[src/rtl/iop_pkg.sv]
// Shared function codes, condition codes and FSM encoding for the IOP channel scheduler.
package iop_pkg;

  localparam logic [2:0] FNC_SIO = 3'd0;
  localparam logic [2:0] FNC_TIO = 3'd1;
  localparam logic [2:0] FNC_TDV = 3'd2;
  localparam logic [2:0] FNC_HIO = 3'd3;
  localparam logic [2:0] FNC_AIO = 3'd6;

  localparam logic [1:0] CC_OK    = 2'd0;
  localparam logic [1:0] CC_BUSY  = 2'd1;
  localparam logic [1:0] CC_NODEV = 2'd3;

  typedef enum logic [1:0] {
    StIdle    = 2'd0,
    StDecode  = 2'd1,
    StRespond = 2'd2,
    StWait    = 2'd3
  } iop_state_e;

endpackage

[src/rtl/iop_rr_arbiter.sv]
// Round-robin arbiter for the shared memory port: registered one-hot grant, held until the
// owner drops its request, pointer advances past the released owner.
module iop_rr_arbiter #(
  parameter int unsigned NUM_DEV = 4
) (
  input  logic               clock,
  input  logic               reset,
  input  logic [0:NUM_DEV-1] req,
  output logic [0:NUM_DEV-1] gnt,
  output logic [2:0]         owner
);

  logic [0:NUM_DEV-1] gnt_q, gnt_d;
  logic [2:0]         owner_q, owner_d;
  logic [2:0]         ptr_q, ptr_d;
  logic               found;

  // Next grant: hold while owner requests, release for one idle cycle, else pick from pointer.
  always_comb begin
    gnt_d   = gnt_q;
    owner_d = owner_q;
    ptr_d   = ptr_q;
    found   = 1'b0;
    if (|gnt_q) begin
      if (!(|(gnt_q & req))) begin
        gnt_d   = '0;
        owner_d = '0;
        ptr_d   = (owner_q == 3'(NUM_DEV - 1)) ? 3'd0 : owner_q + 3'd1;
      end
    end else begin
      // First pass: requesters at or after the pointer.
      for (int unsigned i = 0; i < NUM_DEV; i++) begin
        if (!found && req[i] && (3'(i) >= ptr_q)) begin
          found      = 1'b1;
          gnt_d[i]   = 1'b1;
          owner_d    = 3'(i);
        end
      end
      // Wrap-around pass: only reached when nothing at or after the pointer requests.
      for (int unsigned i = 0; i < NUM_DEV; i++) begin
        if (!found && req[i]) begin
          found      = 1'b1;
          gnt_d[i]   = 1'b1;
          owner_d    = 3'(i);
        end
      end
    end
  end

  // Grant, owner and pointer registers.
  always_ff @(posedge clock) begin
    if (!reset) begin
      gnt_q   <= '0;
      owner_q <= '0;
      ptr_q   <= '0;
    end else begin
      gnt_q   <= gnt_d;
      owner_q <= owner_d;
      ptr_q   <= ptr_d;
    end
  end

  assign gnt   = gnt_q;
  assign owner = owner_q;

endmodule

[src/rtl/iop_channel_scheduler.sv]
// Sequences CPU I/O instructions onto device-controller slots, tracks interrupt-pending flags
// and arbitrates the shared memory port among the slots.
module iop_channel_scheduler
  import iop_pkg::*;
#(
  parameter int unsigned            NUM_DEV = 4,
  parameter int unsigned            IOP_NUM = 0,
  parameter logic [8*NUM_DEV-1:0]   DEV_MAP = 32'h01020305
) (
  input  logic               clock,
  input  logic               reset,
  input  logic               cpu_req,
  input  logic [0:2]         iop_func,
  input  logic [21:31]       iop_device,
  output logic               cpu_ack,
  output logic [0:1]         iop_cc,
  output logic [0:7]         aio_device,
  output logic [0:NUM_DEV-1] dev_start,
  output logic [0:NUM_DEV-1] dev_halt,
  input  logic [0:NUM_DEV-1] dev_busy,
  input  logic [0:NUM_DEV-1] dev_mem_req,
  output logic [0:NUM_DEV-1] dev_mem_gnt,
  output logic [0:2]         mem_owner
);

  iop_state_e         state_q, state_d;
  logic [2:0]         func_q;
  logic [21:31]       dev_q;
  logic [0:NUM_DEV-1] busy_prev_q, pending_q, pending_d, pend_clr;
  logic               ack_q, ack_d;
  logic [1:0]         cc_q, cc_d;
  logic [7:0]         aio_q, aio_d;
  logic [0:NUM_DEV-1] start_q, start_d, halt_q, halt_d;

  logic               hit, hit_busy, iop_ok, pend_found;
  logic [0:NUM_DEV-1] hit_oh, pend_oh;
  logic [7:0]         pend_addr;

  // Slot lookup for the latched device and lowest pending slot for AIO.
  always_comb begin
    hit        = 1'b0;
    hit_oh     = '0;
    hit_busy   = 1'b0;
    pend_found = 1'b0;
    pend_oh    = '0;
    pend_addr  = '0;
    for (int unsigned i = 0; i < NUM_DEV; i++) begin
      if (!hit && (dev_q[24:31] == DEV_MAP[8*(NUM_DEV-1-i) +: 8])) begin
        hit       = 1'b1;
        hit_oh[i] = 1'b1;
        hit_busy  = dev_busy[i];
      end
      if (!pend_found && pending_q[i]) begin
        pend_found = 1'b1;
        pend_oh[i] = 1'b1;
        pend_addr  = DEV_MAP[8*(NUM_DEV-1-i) +: 8];
      end
    end
    iop_ok = (dev_q[21:23] == 3'(IOP_NUM));
  end

  // Request FSM; the reply and strobes are registered out of DECODE so they show in RESPOND.
  always_comb begin
    state_d  = state_q;
    ack_d    = 1'b0;
    cc_d     = CC_OK;
    aio_d    = '0;
    start_d  = '0;
    halt_d   = '0;
    pend_clr = '0;
    case (state_q)
      StIdle: begin
        if (cpu_req) state_d = StDecode;
      end
      StDecode: begin
        state_d = StRespond;
        ack_d   = 1'b1;
        if (func_q == FNC_AIO) begin
          if (pend_found) begin
            aio_d    = pend_addr;
            pend_clr = pend_oh;
          end else begin
            cc_d = CC_NODEV;
          end
        end else if (!(hit && iop_ok)) begin
          cc_d = CC_NODEV;
        end else begin
          case (func_q)
            FNC_SIO: begin
              if (hit_busy) cc_d = CC_BUSY;
              else          start_d = hit_oh;
            end
            FNC_TIO, FNC_TDV: cc_d = hit_busy ? CC_BUSY : CC_OK;
            FNC_HIO: begin
              cc_d   = hit_busy ? CC_BUSY : CC_OK;
              halt_d = hit_oh;
            end
            default: cc_d = CC_NODEV;
          endcase
        end
      end
      StRespond: state_d = StWait;
      StWait: begin
        if (!cpu_req) state_d = StIdle;
      end
      default: state_d = StIdle;
    endcase
  end

  // A busy 1->0 edge raises pending; it overrides an AIO clear of the same slot.
  always_comb begin
    pending_d = (pending_q & ~pend_clr) | (busy_prev_q & ~dev_busy);
  end

  // State, request latch, pending flags and registered replies.
  always_ff @(posedge clock) begin
    if (!reset) begin
      state_q     <= StIdle;
      func_q      <= '0;
      dev_q       <= '0;
      busy_prev_q <= '0;
      pending_q   <= '0;
      ack_q       <= 1'b0;
      cc_q        <= '0;
      aio_q       <= '0;
      start_q     <= '0;
      halt_q      <= '0;
    end else begin
      state_q     <= state_d;
      if (state_q == StIdle && cpu_req) begin
        func_q <= iop_func;
        dev_q  <= iop_device;
      end
      busy_prev_q <= dev_busy;
      pending_q   <= pending_d;
      ack_q       <= ack_d;
      cc_q        <= cc_d;
      aio_q       <= aio_d;
      start_q     <= start_d;
      halt_q      <= halt_d;
    end
  end

  assign cpu_ack    = ack_q;
  assign iop_cc     = cc_q;
  assign aio_device = aio_q;
  assign dev_start  = start_q;
  assign dev_halt   = halt_q;

  iop_rr_arbiter #(
    .NUM_DEV(NUM_DEV)
  ) u_arb (
    .clock(clock),
    .reset(reset),
    .req  (dev_mem_req),
    .gnt  (dev_mem_gnt),
    .owner(mem_owner)
  );

endmodule

[config.mk]
export PLATFORM = sky130hd
export DESIGN_NAME = iop_channel_scheduler
export DESIGN_NICKNAME = d
export VERILOG_FILES = /design/src/rtl/iop_pkg.sv /design/src/rtl/iop_rr_arbiter.sv /design/src/rtl/iop_channel_scheduler.sv
export SDC_FILE = /design/constraint.sdc
export NUM_CORES = 1
export LEC_CHECK = 0
export BUFFER_PORTS_ARGS = -buffer_cell sky130_fd_sc_hd__buf_2
export CORE_UTILIZATION = 57
export CTS_CLUSTER_SIZE = 40
export DETAILED_ROUTE_END_ITERATION = 8
export PLACE_DENSITY = 0.93
export SYNTH_ARGS = -nofsm -noshare
export SYNTH_HDL_FRONTEND = slang
export SYNTH_HIERARCHICAL = 1
export SYNTH_SLANG_ARGS = --single-unit
[constraint.sdc]
create_clock -name clock -period 3.25 [get_ports clock]
set_input_delay 0.325 -clock clock [delete_from_list [all_inputs] [get_ports clock]]
set_output_delay 0.325 -clock clock [all_outputs]
set_load 0.005 [all_outputs]
Word level (Yosys, flattened, before mapping)

Cells that the tools add are included.

Logic and storage cells: 177
Output and inout port bits: 26
Register bits after elaboration: 53
Bits of input ports: 25

Reduce and logical (&&, ||, !) cells: 56
Add/sub/neg operators: 1
Equality and inequality tests: 15
Bitwise logic cells: 14
Multiplexer cells: 69
Order comparisons: 4

Operators by type and width:

| operator           | count |
|---|---|
| $mux 1             | 43 |
| $mux 3             | 14 |
| $mux 4             | 5 |
| $logic_and 1x1->1  | 19 |
| $eq 8x2->1 const B | 2 |
| $reduce_and 2->1   | 8 |
| $logic_not 1->1    | 13 |
| $and 4x4->4        | 3 |
| $mux 2             | 6 |
| $reduce_bool 3->1  | 4 |
| $reduce_or 4->1    | 3 |
| $reduce_or 5->1    | 2 |
| $eq 3x2->1 const B | 3 |
| $reduce_bool 9->1  | 1 |
| $eq 8x1->1 const B | 1 |
| $eq 8x3->1 const B | 1 |
| $not 1->1          | 8 |
| $not 4->4          | 2 |
| $pmux 2 s4         | 1 |
| $reduce_or 7->1    | 1 |
| $ge 1x3->1 const A | 2 |
| $ge 2x3->1 const A | 2 |
| $logic_not 3->1    | 2 |
| $ne 2x2->1 const B | 3 |
| 9 further kinds    | 10 |

Depth between registers and ports, before layout

Gate-level depths: netlist of the first run.

Word-level depth: 35
Mapped depth: 6
Gate-level depth less buffers: 6

Modules after synthesis

The synthesis of the first run kept the hierarchy.

By module, submodules not included:

| module                | times used | cells each | area an instance (sq um) | seq. area each (sq um) |
|---|---|---|---|---|
| iop_channel_scheduler | 1          | 167        | 1552.7                   | 760.7 |
| iop_rr_arbiter        | 1          | 63         | 560.5                    | 160.2 |

Worst setup path before layout of the first run

No wires, ideal clock.

Path type: register to register
From: register dev_q[27] in the netlist's numbering
To: register start_q (netlist bit dev_start[1])
Setup slack: 1.612 ns
Library setup time: 0.061 ns
Period minus slack after synthesis: 1.638 ns
Path buffers: 0
Arrival: 1.577 ns
Stages on the path, launching flop included: 5
Required time: 3.189 ns
Cells stage by stage: dfxtp_1 or4_4 or2_4 nor4b_4 and4b_1

Longest elaborated chain between the ends: 14
Elaborated cells on any way between the ends: 22
Classes of those cells: 4 x eq/ne; 9 x mux; 1 x bitwise; 8 x reduce/logical

RTL lines:

| element                   | RTL line                     | source |
|---|---|---|
| from (decl)               | iop_channel_scheduler.sv:28  | `logic [21:31] dev_q;` |
| from (signal assigned)    | iop_channel_scheduler.sv:132 | `dev_q <= iop_device;` |
| $eq 8x1->1                | iop_channel_scheduler.sv:48  | `if (!hit && (dev_q[24:31] == DEV_MAP[8*(NUM_DEV-1-i) +: 8])) begin` |
| $mux 1                    | iop_channel_scheduler.sv:48  |  |
| $logic_not 1->1           | iop_channel_scheduler.sv:48  |  |
| $logic_and 1x1->1         | iop_channel_scheduler.sv:48  |  |
| $mux 1                    | iop_channel_scheduler.sv:48  |  |
| $logic_not 1->1           | iop_channel_scheduler.sv:48  |  |
| $logic_and 1x1->1         | iop_channel_scheduler.sv:48  |  |
| $mux 1                    | iop_channel_scheduler.sv:48  |  |
| $logic_not 1->1           | iop_channel_scheduler.sv:48  |  |
| $logic_and 1x1->1         | iop_channel_scheduler.sv:48  |  |
| $mux 1                    | iop_channel_scheduler.sv:48  |  |
| $logic_and 1x1->1         | iop_channel_scheduler.sv:85  | `end else if (!(hit && iop_ok)) begin` |
| $not 1->1 (no line)       | n/a                          |  |
| $reduce_or 6->1 (no line) | n/a                          |  |
| to (signal assigned)      | iop_channel_scheduler.sv:139 | `start_q <= start_d;` |
| to (decl)                 | iop_channel_scheduler.sv:33  | `logic [0:NUM_DEV-1] start_q, start_d, halt_q, halt_d;` |

Parallel ways exist; a longest one is shown, timed or not.
A chain may end at the register's enable or synchronous reset.

Final worst setup path of the first run

From: register dev_q[27] in the netlist's numbering
To: register start_q (netlist bit dev_start[2])

Same word-level chain as after synthesis.

==> reports/results.tsv, run 1 <==
metric	value	unit
avgSynthCellArea	9.19	um^2
cp.depth	4	
cts_tree	done	
hp-start	dev_busy[1]	
period_share	53.8	%
num_vias	1715	
drive_above_1_share	21.4	%
die-width	62.9	um
final_cell_mix	dfxtp_1 (46), buf_2 (44), nand2_1 (39)	
grt_overflow	0	
cts_made_buffers	5	
portBuffers	44	
cap_viol_max_count	0	
cp_num_buf_inv	0	
ys_types	47	
worstHoldPathCells	2	
synth_seq_area_share	43.6	%
drt_pre_antenna_iters	4	
finalSetupViolCount	0	
tns	0	ns
die_h	62.9	um
slew_headroom	57.3	%
grt_pass1_wl	6920	um
worstSetupStartpoint	dev_q[27]	
drc	0	
p_total	1.57	mW
cts_setup_buffers	0	
antenna_found_initial	0	
grt_max_degree	34	
status	finished, final reports clean	
netlist_top_cells_area	dfxtp_1 (44%), nand2_1 (6.9%), a21boi_0 (6.0%), ha_1 (3.6%), nor2b_1 (2.7%)	
io_pins	51	
fin_skew	0.00687	ns
grt_usage	22.8	%
hold_viol	0	
end_kind	flop	
slew_violations	0	
clkSinkCount	46	
synth_area_leader_cell	dfxtp_1	
yosys_warnings	6	
wl_per_cell	12.3	um
max-vdd-ir-drop	344	uV
insertion_delay	0.30	ns
layout.cells.non_filler	317	
cp.arrival	1.99	ns
powerDensity	656	mW/mm^2
cp.required	3.49	ns
coreArea	0.00344	mm^2
dieArea	0.00396	mm^2
cp_cell_sequence	or4_4 -> or2_4 -> nor4b_4 -> and4_1	
p_leak	1.09	nW
rsz0062_at_grt	no	
cts_resized	0	
path_clk_slew	0.08	ns
min_path_type	in -> reg	
cp-start-kind	flop	
netlist.area_leader.share	43.6	%
critPathKind	reg -> reg	
ys_seq_elements	46	
critical_path_peak_fanout	4	
period_needed	1.75	ns
reg2reg_depth	4	
netlist_area	0.00211	mm^2
hpwl	2900	um
dpl.cell_count	310	
htreeDepth	2	
ant_nets	0	
r2r-start	dev_q[27]	
syn_to_final_growth	13.1	%
crit_path_max_incr_delay	0.54	ns
rows	21	
drtIter0Drc	67	
start_util	61.4	%
nets	302	
grt_pass1_vias	1555	
crit_family	simple AND/OR/NAND/NOR gates	
cts_root_buf	clkbuf_8	
wl	3890	um
postCtsHoldBufs	0	
fmax	572	MHz
critical-path-slowest-cell	or4_4	
antenna_cells	0	
via_per_inst	5.41	
synth_cells	230	
worstMarginPinSlew	0.641	ns
cts_buffer_depth	2	
gp_congestion	0.856	
layout_commonest_cell	dfxtp_1	
==> routing by layer <==
layer | track usage (%) | vias up | part of all wire [%]
li1 | - | 866 | -
met1 | 28.3 | 789 | 45
met2 | 34.9 | 55 | 47
met3 | 7.66 | 5 | 5.8
met4 | 11.0 | 0 | 1.8
met5 | 0 | - | 0
==> Yosys cell counts, drive strengths merged <==
master / number
o2bb2ai: 1
a21oi: 5
nand3: 2
clkbuf: 6
dfxtp: 46
o21a: 2
a22oi: 2
a32o: 2
and3: 3
nor4b: 1
a32oi: 1
o211ai: 3
or4: 2
a2bb2oi: 1
or2: 1
conb: 2
o21ai: 8
nand4: 1
and4b: 1
nor3: 5
and3b: 2
a21boi: 18
nand2b: 4
nor2: 13
and2: 9
mux2i: 4
a31oi: 1
ha: 6
o22ai: 1
or3: 3
nor4: 3
o211a: 3
o31ai: 1
buf: 8
nand2: 39
o221ai: 1
inv: 6
and4: 4
nor2b: 9
==> registers in the layout, summed over array words and instances, names as in the netlist, 2 cells and up <==
| register | count |
|---|---|
| aio_device | 3 |
| pending_q | 4 |
| dev_start | 4 |
| state_q | 2 |
| func_q | 3 |
| busy_prev_q | 4 |
| iop_cc | 2 |
| dev_q | 11 |
| u_arb/owner | 2 |
| u_arb/ptr_q | 2 |
| dev_halt | 4 |
| u_arb/gnt | 4 |
==> logic make-up after synthesis <==
logic type	share of synthesized area [%]
fa+ha+maj	3.55
flops	43.6
buf+inv	5.39
other cells	0.355
compound gates	18.0
mux	1.89
simple gates	27.2
==> worst reg2reg max path, delay by kind of cell, from the launching register on <==
family	cells	cell delay [ns]
and+or+nand+nor	4	1.38
DFF	1	0.32
==> final cells by class <==
class | count | area, um^2
inverter | 6 | 22.5
multi-input combinational | 168 | 1090
clock buffer | 7 | 76.3
timing repair buffer | 44 | 220
fill | 281 | 1050
sequential | 46 | 921
tap | 46 | 57.6
==> through the flow <==
stage | hold slack (ns) | worst slack [ns] | util (%) | area (um^2)
2_1_floorplan | 0.436 | 1.61 | - | 2130
3_3_place_gp | 0.447 | 1.42 | 67.2 | 2310
3_5_place_dp | 0.456 | 1.35 | 67.2 | 2310
4_1_cts | 0.248 | 1.49 | 69.5 | 2390
5_1_grt | 0.250 | 1.34 | 69.5 | 2390
6_report | 0.258 | 1.50 | 69.5 | 2390
==> final timing paths <==
check                           slack [ns]        endpoint
worst max-delay path                  1.50    dev_start[2]
worst min-delay path                  0.26  busy_prev_q[1]
worst min register to register        0.46    pending_q[3]
worst max register to register        1.50    dev_start[2]
==> power breakdown <==
part	switching [mW]	leakage, nW	internal [mW]
Sequential	0.0883	0.376	0.653
Clock	0.167	0.0383	0.148
Combinational	0.292	0.676	0.221
Total	0.547	1.09	1.02
Power figures use the tool's default switching activity.
==> run 2, diff against run 1 <==
Settings changed: ABC_AREA set to 1, CORE_UTILIZATION 57 to 52, PLACE_DENSITY 0.93 to 0.87.
Clock period 3.25 ns to 1.7 ns, I/O delays scaled along.
==> reports/results.tsv, run 2 <==
metric	value	unit	change
regMostFlops	dev_q		
rows	22		+4.8%
cts_made_buffers	5		unchanged
gp_congestion	0.899		+5.0%
antenna_cells	0		unchanged
cap_viol_max_count	0		unchanged
reg2reg_to	dev_q[25]		
period_needed	1.43	ns	-0.323 ns
antenna_found_initial	0		unchanged
io_pins	51		unchanged
fin_skew	0.00270	ns	-0.00418 ns
holdPathEnd	busy_prev_q[0]		
insertion_delay	0.29	ns	about the same
path_clk_slew	0.08	ns	about the same
whs	0.0683	ns	-0.189 ns
drc	0		unchanged
die_h	65.0	um	+3.3%
synth_cells	272		+18%
grt_pass1_vias	1671		+7.5%
portBuffers	44		unchanged
critPathKind	reg -> reg		
layout_commonest_cell	nand2_1		
powerDensity	1390	mW/mm^2	+110%
finalSetupViolCount	0		unchanged
synth_seq_area_share	44.7	%	+1.1 points
max-vdd-ir-drop	745	uV	+120%
num_vias	1769		+3.1%
critical_path_peak_fanout	18		+14
dieArea	0.00422	mm^2	+6.7%
netlist.area_leader.share	44.7	%	+1.1 points
cts_root_buf	clkbuf_8		
die-width	65.0	um	+3.3%
synth_area_leader_cell	dfxtp_1		
synthFlopType	dfxtp_1		
cp.arrival	1.65	ns	-0.34 ns
grt_usage	22.5	%	-0.31 points
final_cell_mix	nand2_1 (47), dfxtp_1 (46), buf_2 (44)		
slew_violations	0		unchanged
hpwl	3190	um	+10%
nets	350		+16%
largest_register_ff_count	11		unchanged
rsz0062_at_grt	no		
avgSynthCellArea	7.58	um^2	-17%
cp-start-kind	flop		
cts_setup_buffers	0		unchanged
reg2reg_depth	6		+2
cts_buffer_depth	2		unchanged
syn_to_final_growth	17.5	%	
r2r_slack	0.27	ns	-1.23 ns
ant_nets	0		unchanged
synthTopCellsByCount	nand2_1 (47), dfxtp_1 (46), nor2_1 (43), inv_1 (35), o21ai_0 (19)		
p_leak	1.18	nW	+7.9%
grt_pass1_wl	7250	um	+4.8%
start_util	55.1	%	-6.3 points
coreArea	0.00374	mm^2	+8.8%
drive_above_1_share	24.4	%	+3.0 points
hold_viol	0		unchanged
status	finished, final reports clean		
grt_max_degree	19		-44%
fmax	701	MHz	+23%
ys_async_sr_fraction	0	%	unchanged
netlist_top_cells_area	dfxtp_1 (45%), nand2_1 (8.6%), nor2_1 (7.8%), inv_1 (6.4%), o21ai_0 (4.6%)		
min_path_type	in -> reg		
worstHoldPathCells	3		+1
cts_resized	0		unchanged
drt_pre_antenna_iters	4		unchanged
drtIter0Drc	84		+25%
wl	4100	um	+5.3%
yosysMostFrequentCell	nand2_1		
via_per_inst	4.81		-11%
end_kind	flop		
ys_types	34		-28%
yosys_warnings	6		unchanged
cp.required	1.93	ns	-1.56 ns
hp-start	dev_busy[0]		
postCtsHoldBufs	0		unchanged
period_share	83.9	%	+30 points
htreeDepth	2		unchanged
tns	0	ns	unchanged
grt_overflow	0		unchanged
synth-edff-count	0		unchanged
r2r-start	state_q[0]		
netlist_area	0.00206	mm^2	-2.4%
wl_per_cell	11.1	um	-9.3%
ys_seq_elements	46		unchanged
clkSinkCount	46		unchanged
cts_tree	done		
run 2: through the flow:
stage          std cells  cell area, um^2  power, mW  setup slack [ns]  util [%]
6_report             368             2420       3.37             0.273      64.7
5_1_grt              368             2420       3.64             0.100      64.7
4_1_cts              368             2420       3.38             0.277      64.7
3_5_place_dp         360             2310       2.58             0.297      61.8
3_3_place_gp         360             2310       2.53             0.354      61.8
2_1_floorplan        276             2080       2.29             0.473         -
run 2: cell type report:
class                           count  area (um^2)
Fill cell                         326         1320
Inverter                           40          150
Multi-Input combinational cell    180          946
Tap cell                           48         60.1
Sequential cell                    46          921
Clock inverter                      2         37.5
Timing Repair Buffer               46          235
Clock buffer                        6         72.6
run 2: cells by family after synthesis:
| logic type | Yosys count | share of synthesized area (%) |
|---|---|---|
| other cells | 2 | 0.364 |
| simple gates | 116 | 25.5 |
| buf+inv | 50 | 10.2 |
| flops | 46 | 44.7 |
| fa+ha+maj | 6 | 3.64 |
| mux | 1 | 0.546 |
| compound gates | 51 | 15.0 |
run 2: critical path: stages (launching register included):
cell and delay (ns):
dfxtp_1 0.37, inv_1 0.10, ha_1 0.21, nand2_1 0.17, buf_4 0.24, o21ai_0 0.12, a21oi_1 0.14
run 2: worst max path at each step:
stage / end / from / slack [ns]
global placement: dev_q[25] / state_q[0] / 0.35
detailed placement: dev_q[31] / state_q[0] / 0.30
global route: dev_q[25] / state_q[0] / 0.10
floorplan: func_q[0] / state_q[0] / 0.47
CTS: dev_q[25] / state_q[0] / 0.28
finish: dev_q[25] / state_q[0] / 0.27
run 2: report_power, final:
group | internal (mW) | switching [mW]
sequential | 1.29 | 0.148
clock | 0.438 | 0.355
combinational | 0.415 | 0.730
total | 2.14 | 1.23
run 2: metal layers:
layer,vias up,global-route usage [%],wire length (um)
li1,943,-,-
met4,0,11.7,119
met5,-,0,0
met1,757,28.1,1870
met2,56,36.3,1930
met3,13,4.40,183
==> run 3, diff against run 2 <==
Clock period 1.7 ns to 1.36 ns, I/O delays scaled along.
==> reports/results.tsv, run 3 (synthesis gave the netlist of run 2 again) <==
metric	value	unit	change
slew_violations	0		unchanged
cap_viol_max_count	0		unchanged
final_area	0.00251	mm^2	+3.6%
rsz0062_at_grt	yes		
p_total	4.24	mW	+26%
finalSetupViolCount	0		unchanged
nets	357		+2.0%
antenna_cells	0		unchanged
hold_viol	0		unchanged
cts_made_buffers	5		unchanged
grt_usage	21.3	%	-1.1 points
portBuffers	44		unchanged
cp_num_buf_inv	1		-1
clkSinkCount	46		unchanged
drive_above_1_share	32.5	%	+8.1 points
crit_path_max_incr_delay	0.33	ns	-0.04 ns
power.internal	2.63	mW	+23%
min_path_type	in -> reg		
die_h	65.0	um	unchanged
powerDensity	1690	mW/mm^2	+21%
combPwrFrac	39.3	%	+5.4 points
via_per_inst	4.87		+1.3%
p_clk_share	17.9	%	-5.6 points
grt_max_degree	22		+3
grt_overflow	0		unchanged
syn_to_final_growth	21.7	%	
final_cell_mix	nand2_1 (45), buf_2 (44), nor2_1 (39), dfxtp_1 (39), inv_1 (30)		
drc	0		unchanged
antenna_found_initial	0		unchanged
postCtsHoldBufs	0		unchanged
max-vdd-ir-drop	890	uV	+20%
io_pins	51		unchanged
fmax	740	MHz	+5.6%
grt_pass1_vias	1699		+1.7%
hpwl	3160	um	-0.97%
layout.cells.non_filler	374		+1.6%
path_clk_slew	0.08	ns	about the same
grt_pass1_wl	6980	um	-3.7%
cp.required	1.58	ns	-0.35 ns
critical-path-slowest-cell	dfxtp_2		
preCtsSetupSlack	0.0246	ns	-0.272 ns
wl_per_cell	10.9	um	-1.7%
period_share	99.3	%	+15 points
start_util	55.1	%	unchanged
drt_pre_antenna_iters	4		unchanged
crit_family	simple AND/OR/NAND/NOR gates		
seqPwrFrac	42.8	%	+0.3 points
gp_congestion	0.873		-2.8%
end_kind	flop		
p_leak	1.21	nW	+3.3%
fin_ws	0.00954	ns	-0.264 ns
p_sw_share	37.8	%	+1.3 points
die-width	65.0	um	unchanged
critPathKind	reg -> reg		
layout_commonest_cell	nand2_1		
dpl.cell_count	366		+1.7%
largest_register_ff_count	11		unchanged
fin_skew	0.00592	ns	+0.00322 ns
dieArea	0.00422	mm^2	unchanged
dpl-instance-area	0.00236	mm^2	+1.9%
coreArea	0.00374	mm^2	unchanged
insertion_delay	0.29	ns	about the same
status	finished, final reports clean		
cp-start-kind	flop		
cts_root_buf	clkbuf_8		
tns	0	ns	unchanged
cp_cell_sequence	inv_2 -> nand2_2 -> nor2_4 -> o211ai_1 -> a21oi_4 -> nand4_4 -> nor2_1		
rows	22		unchanged
cts_buffer_depth	2		unchanged
htreeDepth	2		unchanged
period_needed	1.35	ns	-0.0761 ns
num_vias	1821		+2.9%
critical_path_peak_fanout	6		-12
wl	4090	um	-0.12%
cts_tree	done		
cp.arrival	1.57	ns	-0.08 ns
ant_nets	0		unchanged
netSwitchingPower	1.60	mW	+30%
regMostFlops	dev_q		
drtIter0Drc	53		-37%
## run 3: cell count changes in the layout (fill, tap and decap cells not counted), sizes merged
cell | before | now
buf | 46 | 53
bufinv | 1 | 0
clkbuf | 6 | 5
clkinv | 1 | 3
clkinvlp | 1 | 0
## run 3: path summary, 6_finish.rpt
check / startpoint / end / slack (ns) / depth (start not counted)
max: dev_q[27] / dev_start[3] / 0.01 / 7
min: dev_busy[2] / busy_prev_q[2] / 0.05 / 3
max reg2reg: dev_q[27] / dev_start[3] / 0.01 / 7
min reg2reg: busy_prev_q[2] / pending_q[2] / 0.45 / 2
## run 3: per-layer routing
layer / vias to the layer above / part of all wire (%) / global-route usage (%)
li1: 956 / - / -
met1: 806 / 47 / 26.0
met2: 52 / 47 / 35.5
met3: 7 / 4.9 / 4.93
met4: 0 / 1.7 / 9.17
met5: - / 0 / 0
## run 3: worst reg2reg max path, stage by stage, from the launching register on
cell	delay, ns
dfxtp_2	0.33
inv_2	0.05
nand2_2	0.06
nor2_4	0.17
o211ai_1	0.16
a21oi_4	0.24
nand4_4	0.14
nor2_1	0.12
## run 3: final cells by class
cell class                 count  area, um^2
sequential                    46         930
inverter                      40         150
tap                           48        60.1
clock inverter                 2        10.0
multi-input combinational    180         998
fill                         335        1230
timing repair buffer          53         292
clock buffer                   5        68.8
## run 3: what timing repair did
action | CTS | global route
setup endpoints to repair | 0 | 20
buffers inserted | 0 | 1
gates resized for setup | 0 | 28
## run 3: per-stage QoR
step	util (%)	hold WS [ns]
2_1_floorplan	-	0.229
3_3_place_gp	63.0	0.330
3_5_place_dp	63.0	0.345
4_1_cts	65.1	0.0452
5_1_grt	67.0	0.0623
6_report	67.0	0.0458
## run 3: power by group through the flow
| stage | sequential, mW | combinational, mW | clock (mW) |
|---|---|---|---|
| 2_1_floorplan | 1.79 | 1.07 | 0 |
| 3_3_place_gp | 1.80 | 1.47 | 0 |
| 3_5_place_dp | 1.82 | 1.52 | 0 |
| 4_1_cts | 1.78 | 1.53 | 0.772 |
| 5_1_grt | 1.85 | 1.87 | 0.840 |
| 6_report | 1.81 | 1.66 | 0.760 |
